[src/rtl/alu_seq_ctrl.sv]
// alu_seq_ctrl: takes valid/ready ALU requests, serialises operands onto the shared bus,
// strobes the A/B/F registers and returns the captured result over a response handshake.
module alu_seq_ctrl #(
  parameter int EXEC_WAIT = 2,
  parameter int OP_MAX    = 8
) (
  input  logic        clk,
  input  logic        rst_n,
  input  logic        req_valid,
  output logic        req_ready,
  input  logic [3:0]  req_op,
  input  logic [31:0] req_a,
  input  logic [31:0] req_b,
  output logic [31:0] opnd_bus,
  output logic        ld_a,
  output logic        ld_b,
  output logic        ld_f,
  output logic [3:0]  alu_op,
  input  logic [31:0] alu_f,
  input  logic [3:0]  alu_fr,
  output logic        rsp_valid,
  input  logic        rsp_ready,
  output logic [31:0] rsp_f,
  output logic [3:0]  rsp_fr,
  output logic        rsp_err,
  output logic [15:0] op_count
);
  typedef enum logic [2:0] {IDLE, LOAD_A, LOAD_B, EXEC, LOAD_F, CAPTURE, RESP} state_t;
  localparam logic [3:0] WAIT_LD = 4'(EXEC_WAIT - 1);
  state_t      state_q, state_d;
  logic [3:0]  cnt_q, cnt_d;
  logic [3:0]  op_q, op_d;
  logic [31:0] a_q, a_d, b_q, b_d, f_q, f_d;
  logic [3:0]  fr_q, fr_d;
  logic        err_q, err_d;
  logic [15:0] op_count_q, op_count_d;
  logic        accept, illegal, done;
  assign accept  = state_q == IDLE && req_valid;
  assign illegal = int'(req_op) > OP_MAX;
  assign done    = state_q == RESP && rsp_ready;
  always_ff @(posedge clk) begin
    if (!rst_n) begin
      state_q <= IDLE;
      cnt_q   <= '0;
    end else begin
      state_q <= state_d;
      cnt_q   <= cnt_d;
    end
  end
  // EXEC is bypassed when no settle time is configured
  always_comb begin
    state_d = state_q;
    case (state_q)
      IDLE:    if (req_valid) state_d = illegal ? RESP : LOAD_A;
      LOAD_A:  state_d = LOAD_B;
      LOAD_B:  state_d = (EXEC_WAIT == 0) ? LOAD_F : EXEC;
      EXEC:    if (cnt_q == 4'd0) state_d = LOAD_F;
      LOAD_F:  state_d = CAPTURE;
      CAPTURE: state_d = RESP;
      RESP:    if (rsp_ready) state_d = IDLE;
      default: state_d = IDLE;
    endcase
    cnt_d = state_q == LOAD_B ? WAIT_LD : state_q == EXEC ? cnt_q - 4'd1 : cnt_q;
  end
  always_comb begin
    req_ready = state_q == IDLE;
    ld_a      = state_q == LOAD_A;
    ld_b      = state_q == LOAD_B;
    ld_f      = state_q == LOAD_F;
    rsp_valid = state_q == RESP;
    opnd_bus  = state_q == LOAD_A ? a_q : state_q == LOAD_B ? b_q : '0;
  end
  // alu_op only follows legal requests so a rejected opcode never reaches the ALU
  always_comb begin
    a_d        = accept ? req_a : a_q;
    b_d        = accept ? req_b : b_q;
    op_d       = accept && !illegal ? req_op : op_q;
    f_d        = accept && illegal ? '0 : state_q == CAPTURE ? alu_f : f_q;
    fr_d       = accept && illegal ? '0 : state_q == CAPTURE ? alu_fr : fr_q;
    err_d      = accept ? illegal : state_q == CAPTURE ? 1'b0 : err_q;
    op_count_d = done && !err_q ? op_count_q + 16'd1 : op_count_q;
  end
  always_ff @(posedge clk) begin
    if (!rst_n) begin
      a_q        <= '0;
      b_q        <= '0;
      op_q       <= '0;
      f_q        <= '0;
      fr_q       <= '0;
      err_q      <= 1'b0;
      op_count_q <= '0;
    end else begin
      a_q        <= a_d;
      b_q        <= b_d;
      op_q       <= op_d;
      f_q        <= f_d;
      fr_q       <= fr_d;
      err_q      <= err_d;
      op_count_q <= op_count_d;
    end
  end
  assign alu_op   = op_q;
  assign rsp_f    = f_q;
  assign rsp_fr   = fr_q;
  assign rsp_err  = err_q;
  assign op_count = op_count_q;
endmodule

[config.mk]
export PLATFORM = sky130hd
export DESIGN_NAME = alu_seq_ctrl
export DESIGN_NICKNAME = d
export VERILOG_FILES = /design/src/rtl/alu_seq_ctrl.sv
export SDC_FILE = /design/constraint.sdc
export NUM_CORES = 1
export LEC_CHECK = 0
export CAP_MARGIN = 10
export CORE_UTILIZATION = 43
export DETAILED_ROUTE_END_ITERATION = 8
export PLACE_DENSITY = 0.89
export SLEW_MARGIN = 20
export SYNTH_ARGS = -nofsm -noshare
export SYNTH_HDL_FRONTEND = slang
export SYNTH_SLANG_ARGS = --single-unit
[constraint.sdc]
create_clock -name clk -period 2.15 [get_ports clk]
set_input_delay 0.43 -clock clk [delete_from_list [all_inputs] [get_ports clk]]
set_output_delay 0.43 -clock clk [all_outputs]
set_load 0.005 [all_outputs]
==> flow_summary.toml <==
[timing]
maxSlewHeadroom_pct = 69.0
fin_crit_ns = 2.20
setup_violations = 5
tightestPinTransition_ns = 0.460
rsz0062_at_grt = "yes"
max_freq_mhz = 455
fin_skew_ns = 0.00655
hold_slack_ns = 0.450
final.period_utilization_pct = 102
hold_viol = 0
finalMaxSlewViolations = 0
setup_ws_ns = -0.0460

[min_path]
min_from = "rsp_f[30]"
hp-class = "flip-flop to flip-flop"
min_path_cells = 2

[worst_setup_path]
critPathBufInv = 4
path_common_cell = "buf_6"
rrSetupSlack_ns = 0.30
worstPathRequired_ns = 1.72
crit_chain = "buf_6, nor3b_4, buf_6, buf_4, a22o_1, buf_2"
path_delay_family = "buffers and inverters"
worst-path-stages = 6
path_max_fanout = 16
cpMaxStageDelayCell = "dfxtp_4"
timing.rr.start = "state_q[2]"
slowest_delay_ns = 0.35
worstSetupEndpoint = "opnd_bus[26]"
cp-startpoint = "state_q[2]"
arrival_ns = 1.77
cp-end-kind = "output pin"
cp-start-kind = "flip-flop"
rr_worst_depth = 6
worstSetupPathType = "flip-flop to output pin"
worstReg2RegEnd = "op_count[11]"

[status]
status = "finished, violations left"
violations = "negative setup slack"

[cts]
cts_hold_buf = 0
cts.sinks = 128
cts_max_level = 4
cts_made_buffers = 17
tritoncts = "built"
clock_path_buffers = 2
clk_latency_ns = 0.41
path_clk_slew_ns = 0.05
cts_root_buf = "clkbuf_16"

[yosys]
yosysTopAreaCell = "dfxtp_1"
ys_ff_latch = 128
yosys-top-cells-area = "dfxtp_1 51%, nand2_1 16%, a21oi_1 12%"
synth_top_area_share_pct = 50.5
syn_nets = 746
synth_area_per_cell_um2 = 7.97
netlist_instances = 636
netlist_area_um2 = 5070
synth_seq_area_share_pct = 50.5
yosys_warnings = 0
yosys.cell_types.count = 41

[die]
core_um2 = 11500
die_w_um = 111
die_h_um = 111
ioPinCount = 202
die_area_um2 = 12200
initial_core_util_pct = 44.2
rows = 39

[placement]
dp_hpwl_mm = 9.97
io_buffer_count = 201
gp_routability_congestion = 0.847

[final_layout]
final_cell_mix = "215 x nand2_1, 165 x clkdlybuf4s50_1, 125 x dfxtp_1, 117 x a21oi_1, 32 x a22o_1"
final_nets = 963
final_common_cell = "nand2_1"
area_growth_pct = 59.0
fillers = 878
drive_gt1_share_pct = 13.0

[detailed_routing]
drt_iter0_markers = 398
wl_met3_mm = 1.62
met1_length_mm = 6.26
dr.max_layer_used = "met4"
totalWireLength_mm = 16.4
drc = 0
ant_nets = 0
viasPerCell = 5.34
wire_per_inst_um = 16.3
met2_length_mm = 7.91
dr.pass1.iters = 6
via_count = 5383

[grt]
grt_pass1_vias = 5373
grt_max_degree = 70
antenna_found_initial = 1
grt_overflow = 0
grt_pass1_wl_mm = 26.6
track_usage_pct = 27.5

[pwr]
peakVddDrop_uv = 712
power_density_nw_per_um2 = 882
p_total_mw = 7.11
p_leak_nw = 3.06

[run]
maxCapViolations = 0
## synthesized netlist by cell type (all sizes together)
cell    number
clkbuf      37
nor2b        3
a21oi      117
inv          6
o31ai        5
xor2         4
and3b        1
o21ai        7
xnor2        4
nor4         3
and2         1
a221oi       1
nand2b       2
nor3         3
nand3b       5
mux2i        2
nor4b        1
nor3b        2
a21o         1
nand2      216
o31a         1
or3          3
o21a         1
ha           2
nand4        4
dfxtp      128
nor4bb       1
nand4b       2
or4          4
nand3       10
and4         1
a22o        32
and3         1
and4b        2
buf          9
nor2        14
## power by group
part           internal, mW  leakage [nW]  switching, mW
logic                 0.754          1.72          0.750
clock network          1.93         0.296          0.989
registers              2.56          1.04          0.129
## how the worst min path moves through the flow
stage                 to  slack (ns)
2_1_floorplan     b_q[0]        0.44
3_3_place_gp    rsp_f[3]        0.44
3_5_place_dp   rsp_f[12]        0.45
4_1_cts        rsp_f[27]        0.45
5_1_grt        rsp_f[27]        0.47
6_report       rsp_f[30]        0.45
## worst register-to-register path: cells and delay by family (launching register included)
| family | cells | cell delay, ns |
|---|---|---|
| buffers and inverters | 2 | 0.27 |
| AOI/OAI and AO/OA | 1 | 0.14 |
| DFF | 1 | 0.35 |
| and+or+nand+nor | 3 | 1.02 |
## per-stage QoR
step	area (um^2)	util (%)	setup TNS (ns)	setup WS (ns)	cells
after floorplan	5070	-	0	0.267	636
after global placement	7350	64.1	0	0.0717	959
after detailed placement	7350	64.1	0	0.0516	959
after CTS	8210	71.6	-0.935	-0.0894	1011
after global routing	8060	70.3	-0.453	-0.0769	1007
final	8070	70.3	-0.0990	-0.0460	1008
## state kept, by name, summed over array words and instances (netlist names)
| name | count |
|---|---|
| cnt_q | 4 |
| b_q | 32 |
| rsp_err | 1 |
| rsp_fr | 4 |
| state_q | 3 |
| rsp_f | 32 |
| a_q | 32 |
| alu_op | 4 |
| op_count | 16 |
## area by class of cell
cell class / count / area, um^2 / share of cell area [%]
diodes: 1 / 2.50 / 0.0310
clock buffers: 24 / 492 / 6.10
clock inverters: 6 / 105 / 1.30
inverters: 6 / 25.0 / 0.310
multi-input cells: 456 / 2340 / 29.0
flip-flops and latches: 128 / 2570 / 31.8
well taps: 143 / 179 / 2.22
repair buffers: 244 / 2350 / 29.2
## repair_timing
item	in CTS	in global routing
buffers inserted	16	1
pin swaps	12	12
resized for setup	127	21
setup endpoints to repair	37	29
cloned	6	0
hold endpoints to repair	0	0
## metal layers
layer,up-vias,global-route usage (%)
li1,2585,-
met1,2483,30.6
met2,264,45.6
met3,51,9.44
met4,0,15.8
met5,-,0
## cell families after synthesis
group	share of synthesized area [%]
flops	50.5
xor+xnor	1.38
mux	0.395
compound gates	19.1
fa+ha+maj	0.493
buf+inv	4.19
simple gates	23.9
No activity file was read; power rests on OpenSTA's default activity.
